**src/rtl/div_controller.sv**
```systemverilog
// ============================================================================
//  Module      : div_controller
//  Description : Control FSM for a SIZE-bit long-division datapath: load,
//                divisor alignment, compare/subtract/shift loop, completion.
//                Optional busy-cycle counter enabled by DIVCTRL_PERF_EN.
//  Revision    : 1.0 - initial release
// ============================================================================
`default_nettype none

module div_controller #(
    parameter int SIZE = 32
`ifdef DIVCTRL_PERF_EN
    ,
    parameter int CYC_W = 16
`endif
) (
    input  logic clk,
    input  logic reset,
    input  logic start,
    output logic ready,
    output logic busy,
    output logic done,
    output logic div_by_zero,
    output logic init,
    output logic left,
    output logic right,
    output logic sub,
    input  logic cnt_is_0,
    input  logic divisor_is_0,
    input  logic dvsr_less_than_dvnd,
    input  logic shifted_divisor_MSB
`ifdef DIVCTRL_PERF_EN
    ,
    output logic [CYC_W-1:0] cycles
`endif
);

    localparam int c_ALIGN_W = (SIZE > 2) ? $clog2(SIZE) : 1;
    localparam logic [c_ALIGN_W-1:0] c_ALIGN_MAX = c_ALIGN_W'(SIZE - 1);

    localparam logic [3:0] c_IDLE  = 4'd0;
    localparam logic [3:0] c_INIT  = 4'd1;
    localparam logic [3:0] c_CHECK = 4'd2;
    localparam logic [3:0] c_ALIGN = 4'd3;
    localparam logic [3:0] c_CMP   = 4'd4;
    localparam logic [3:0] c_SUB   = 4'd5;
    localparam logic [3:0] c_SHIFT = 4'd6;
    localparam logic [3:0] c_DONE  = 4'd7;
    localparam logic [3:0] c_ERR   = 4'd8;

    logic [3:0]           r_state;
    logic [3:0]           w_next_state;
    logic [c_ALIGN_W-1:0] r_align_cnt;
    logic                 w_align_go;
    logic                 w_accept;

    // Alignment continues only while the shifted divisor still fits under the
    // dividend and has room to grow; the count bounds it even on bad status.
    assign w_align_go = !shifted_divisor_MSB && dvsr_less_than_dvnd &&
                        (r_align_cnt < c_ALIGN_MAX);
    assign w_accept   = (r_state == c_IDLE) && start;

    always_ff @(posedge clk or posedge reset) begin
        if (reset) begin
            r_state <= c_IDLE;
        end else begin
            r_state <= w_next_state;
        end
    end

    always_comb begin
        w_next_state = r_state;
        case (r_state)
            c_IDLE:  w_next_state = start ? c_INIT : c_IDLE;
            c_INIT:  w_next_state = c_CHECK;
            c_CHECK: w_next_state = divisor_is_0 ? c_ERR : c_ALIGN;
            c_ALIGN: w_next_state = w_align_go ? c_ALIGN : c_CMP;
            c_CMP:   w_next_state = dvsr_less_than_dvnd ? c_SUB : c_SHIFT;
            c_SUB:   w_next_state = c_SHIFT;
            c_SHIFT: w_next_state = cnt_is_0 ? c_DONE : c_CMP;
            c_DONE:  w_next_state = c_IDLE;
            c_ERR:   w_next_state = c_IDLE;
            default: w_next_state = c_IDLE;
        endcase
    end

    // Outputs depend on the state register and datapath status only.
    always_comb begin
        ready       = 1'b0;
        busy        = 1'b1;
        done        = 1'b0;
        div_by_zero = 1'b0;
        init        = 1'b0;
        left        = 1'b0;
        right       = 1'b0;
        sub         = 1'b0;
        case (r_state)
            c_IDLE: begin
                ready = 1'b1;
                busy  = 1'b0;
            end
            c_INIT:  init  = 1'b1;
            c_ALIGN: left  = w_align_go;
            c_SUB:   sub   = 1'b1;
            c_SHIFT: right = !cnt_is_0;
            c_DONE:  done  = 1'b1;
            c_ERR: begin
                done        = 1'b1;
                div_by_zero = 1'b1;
            end
            default: ;
        endcase
    end

    always_ff @(posedge clk or posedge reset) begin
        if (reset) begin
            r_align_cnt <= '0;
        end else if (w_accept) begin
            r_align_cnt <= '0;
        end else if ((r_state == c_ALIGN) && w_align_go) begin
            r_align_cnt <= r_align_cnt + 1'b1;
        end
    end

`ifdef DIVCTRL_PERF_EN
    localparam logic [CYC_W-1:0] c_CYC_MAX = '1;

    logic [CYC_W-1:0] r_perf_cnt;
    logic [CYC_W-1:0] r_cycles;
    logic [CYC_W-1:0] w_perf_next;

    assign w_perf_next = (r_perf_cnt == c_CYC_MAX) ? c_CYC_MAX : r_perf_cnt + 1'b1;

    // The latched figure includes the DONE/ERR cycle itself.
    always_ff @(posedge clk or posedge reset) begin
        if (reset) begin
            r_perf_cnt <= '0;
            r_cycles   <= '0;
        end else begin
            if (w_accept) begin
                r_perf_cnt <= '0;
            end else if (r_state != c_IDLE) begin
                r_perf_cnt <= w_perf_next;
            end
            if ((r_state == c_DONE) || (r_state == c_ERR)) begin
                r_cycles <= w_perf_next;
            end
        end
    end

    assign cycles = r_cycles;
`endif

endmodule

`default_nettype wire

```
**config.mk**
```make
export PLATFORM = sky130hd
export DESIGN_NAME = div_controller
export DESIGN_NICKNAME = d
export VERILOG_FILES = /design/src/rtl/div_controller.sv
export SDC_FILE = /design/constraint.sdc
export NUM_CORES = 1
export LEC_CHECK = 0
export CORE_UTILIZATION = 31
export CTS_CLUSTER_DIAMETER = 50
export DETAILED_ROUTE_END_ITERATION = 6
export PLACE_DENSITY = 0.59
export SLEW_MARGIN = 20
export SYNTH_ARGS = -nofsm -noshare
export SYNTH_HDL_FRONTEND = slang
export SYNTH_SLANG_ARGS = --single-unit
```
**constraint.sdc**
```tcl
create_clock -name clk -period 2.1 [get_ports clk]
set_input_delay 0.42 -clock clk [delete_from_list [all_inputs] [get_ports clk]]
set_output_delay 0.42 -clock clk [all_outputs]
set_load 0.02 [all_outputs]
```
==> flow_results.org, run 1 <==
** STA
- At the pin with the least slew margin, the transition time is 0.340 ns.
- Setup repair after global routing left no endpoint under its margin.
- The final-report max-slew violation count was 0.
- Peak clock frequency supported by timing :: 0.486 GHz
- In the post-route analysis, the smallest setup slack over all paths is 0.0442 ns.
- The worst path in the final design needs a cycle of 2.06 ns, including I/O delays and setup.
- Layout Skew :: 0.000618 ns
- Of the available clock period, the critical path in the final layout requires 97.9%.
- The tightest hold path in the finished design has a slack of 0.414 ns.
- Worst slew margin relative to its limit :: 77.3%
- Number of setup violations in the final report :: 0
- The final hold violation count was 0.

** Synth
- After synthesis, flip-flops and latches occupy 39.6% of the total area.
- Total of flip-flops plus latches after synthesis :: 9
- Yosys warning total :: 0
- Unique masters post-synth :: 27
- Synthesized area per cell :: 8.76 µm²
- Synthesis produced a netlist with a net count of 73.
- In the synthesized netlist, the number of instances is 65.
- Cell area after synthesis :: 569 µm²

** Worst setup path
- Worst Setup Path Type :: in -> out
- Data on the critical path arrives at its endpoint at 1.64 ns.
- Data on the critical path is required at its endpoint by 1.68 ns.
- Along the worst path, the maximum fanout reaches 2.
- Crit path capture type :: output pin
- The worst setup path is launched from an input pin.

** Pwr
- The analysis attributes to cell leakage a power of 0.381 nW.
- Power comes to 0.799 mW.
- Max IR drop VDD :: 610 µV
- Total power per unit cell area :: 1020 mW/mm²

** Placement
- Post-Place Cell Area :: 758 µm²
- In this run the tool buffered the top-level ports with 14 buffer cells.
- Worst slack after detailed placement :: -0.228 ns
- DP HPWL :: 908 µm
- Routability Congestion :: 0.789

** Min path
- The tightest min-delay check is of the in -> async type.

** Layout
- The post-route netlist has 14.3% of its cells at a drive strength greater than 1.
- Nets@finish :: 93
- Diodes inserted :: 0
- The library cells used most frequently in the layout, excluding fill and tap cells, are nand2_1 (8), dlygate4sd2_1 (8), dfrtp_1 (8).
- After routing the design area is 785 µm².
- Area growth from synthesis to final layout :: 37.8%

** Clock network
- In this run the clock root is driven by a clkbuf_4.
- For the worst-skew pair, the clock arrives at the later sink with an insertion delay of 0.26 ns.
- Clock-pin slew was measured on the worst setup and hold paths at 0.06 ns.
- TritonCTS clock tree :: done
- CTS HTree Levels :: 1
- Number of buffers inserted for hold repair after clock tree synthesis :: 0
- Cts bufs inserted :: 3
- The clock passes through at most 2 buffers.
- The clock drives 9 sinks.

** GRT
- Via count of the first global-routing pass :: 448
- For this run, the total global-route usage over all layers was measured as 14.2%.
- First-pass GRT wire length :: 1930 µm
- Global route overflow :: 0
- Pin count of the biggest net entering global routing :: 11
- Initial antenna violation count :: 0

** Floorplanning
- The total area inside the core boundary comes to 0.00173 mm².
- Cell Rows :: 15
- 15 I/O pins were placed.
- Initial cell density of the core :: 33.0%
- The die covers 0.00201 mm².
- The die is 44.9 µm tall.
- In this run the horizontal extent of the chip is 44.9 µm.

** Run status
- Status :: finished clean

** Drt
- Before antenna repair, the detailed router went through 4 iterations.
- DRC marker count from the first detailed-route iteration :: 18
- In the routed layout, each cell is associated on average with a via count of 4.87.
- Wirelength per Cell :: 11.2 µm
- Routed vias :: 531
- The count of nets left with antenna violations once routing finished came out at 0.
- After detailed routing, the number of remaining DRC violations is 0.
- The final layout contains routed wiring with a total length of 1230 µm.

** Run
- Maxcap violations :: 0
cells in the mapped netlist, drive strengths merged:
cell / number / area (µm²)
o311a: 1 / 10.0
o21bai: 1 / 7.51
mux4: 1 / 22.5
nand2b: 3 / 18.8
or3: 2 / 12.5
nand2: 8 / 30.0
ha: 1 / 12.5
and2: 1 / 6.26
nor2: 6 / 22.5
dfrtp: 9 / 225
xor2: 1 / 8.76
a21oi: 3 / 15.0
inv: 5 / 18.8
mux2i: 1 / 10.0
nand3: 2 / 10.0
nor2b: 1 / 6.26
o211ai: 2 / 15.0
nor3: 2 / 10.0
nor4: 2 / 18.8
and4bb: 1 / 12.5
or4: 1 / 7.51
and3b: 1 / 8.76
o21ai: 5 / 25.0
nor4b: 1 / 8.76
buf: 4 / 26.3
sequential cells by signal (all words and copies together), names as in the netlist:
signal       cells
r_state          4
r_align_cnt      5
critical path, stage by stage:
cell,delay (ns)
clkdlybuf4s50_1,0.47
nor2b_1,0.19
o211ai_1,0.15
inv_1,0.08
dlygate4sd2_1,0.32
timing repair:
item / 4_1_cts / 5_1_grt
buffers inserted: 0 / 0
gates resized for setup: 10 / 0
endpoints found under the setup margin: 8 / 0
final cells by class:
type | instances | area, µm²
Fill cell | 189 | 942
Multi-Input combinational cell | 47 | 314
Sequential cell | 9 | 226
Timing Repair Buffer | 19 | 168
Tap cell | 25 | 31.3
Clock buffer | 4 | 26.3
Inverter | 5 | 18.8
stage by stage:
stage | instances | setup TNS, ns | utilization, %
global placement | 105 | -0.212 | 43.9
finish | 109 | 0 | 45.4
global route | 109 | 0 | 45.4
CTS | 109 | 0 | 45.4
detailed placement | 105 | -0.228 | 43.9
floorplan | 65 | 0 | -
power breakdown:
part	total [mW]	switching [mW]	internal, mW
Sequential	0.293	0.0830	0.210
Clock	0.132	0.0587	0.0731
Combinational	0.374	0.192	0.182
cell families after synthesis:
logic type	after synthesis	share of synthesized area, %
compound gates	12	12.7
xor+xnor	1	1.54
fa+ha+maj	1	2.20
buf+inv	9	7.91
flops	9	39.6
mux	2	5.71
simple gates	31	30.3
layer usage:
layer,track usage [%],part of all wire [%],wire (µm)
met1,19.1,49,596
met2,18.5,44,537
met3,6.00,4.7,58
met4,9.09,2.8,34
met5,0,0,0
path summary, 6_finish.rpt:
path                                           from        endpoint  slack [ns]  depth (start not counted)
worst max-delay path            dvsr_less_than_dvnd            left        0.04                          5
worst min-delay path                          reset  r_align_cnt[1]        0.41                          2
worst max register to register           r_state[1]  r_align_cnt[4]        0.44                          5
worst min register to register           r_state[3]      r_state[2]        0.56                          1
max in group asynchronous                     reset      r_state[3]        1.42                          2
min in group clk                         r_state[3]      r_state[2]        0.56                          1
No activity file was read; power rests on OpenSTA's default activity.
==> run 2, diff against run 1 <==
--- a/config.mk
+++ b/config.mk
@@ -9,7 +9,7 @@
 export CTS_CLUSTER_DIAMETER = 50
 export DETAILED_ROUTE_END_ITERATION = 6
 export PLACE_DENSITY = 0.59
-export SLEW_MARGIN = 20
+export SLEW_MARGIN = 30
 export SYNTH_ARGS = -nofsm -noshare
 export SYNTH_HDL_FRONTEND = slang
 export SYNTH_SLANG_ARGS = --single-unit
==> results of run 2 <==
The final DEF is identical to that of run 1; final timing and power are the same.
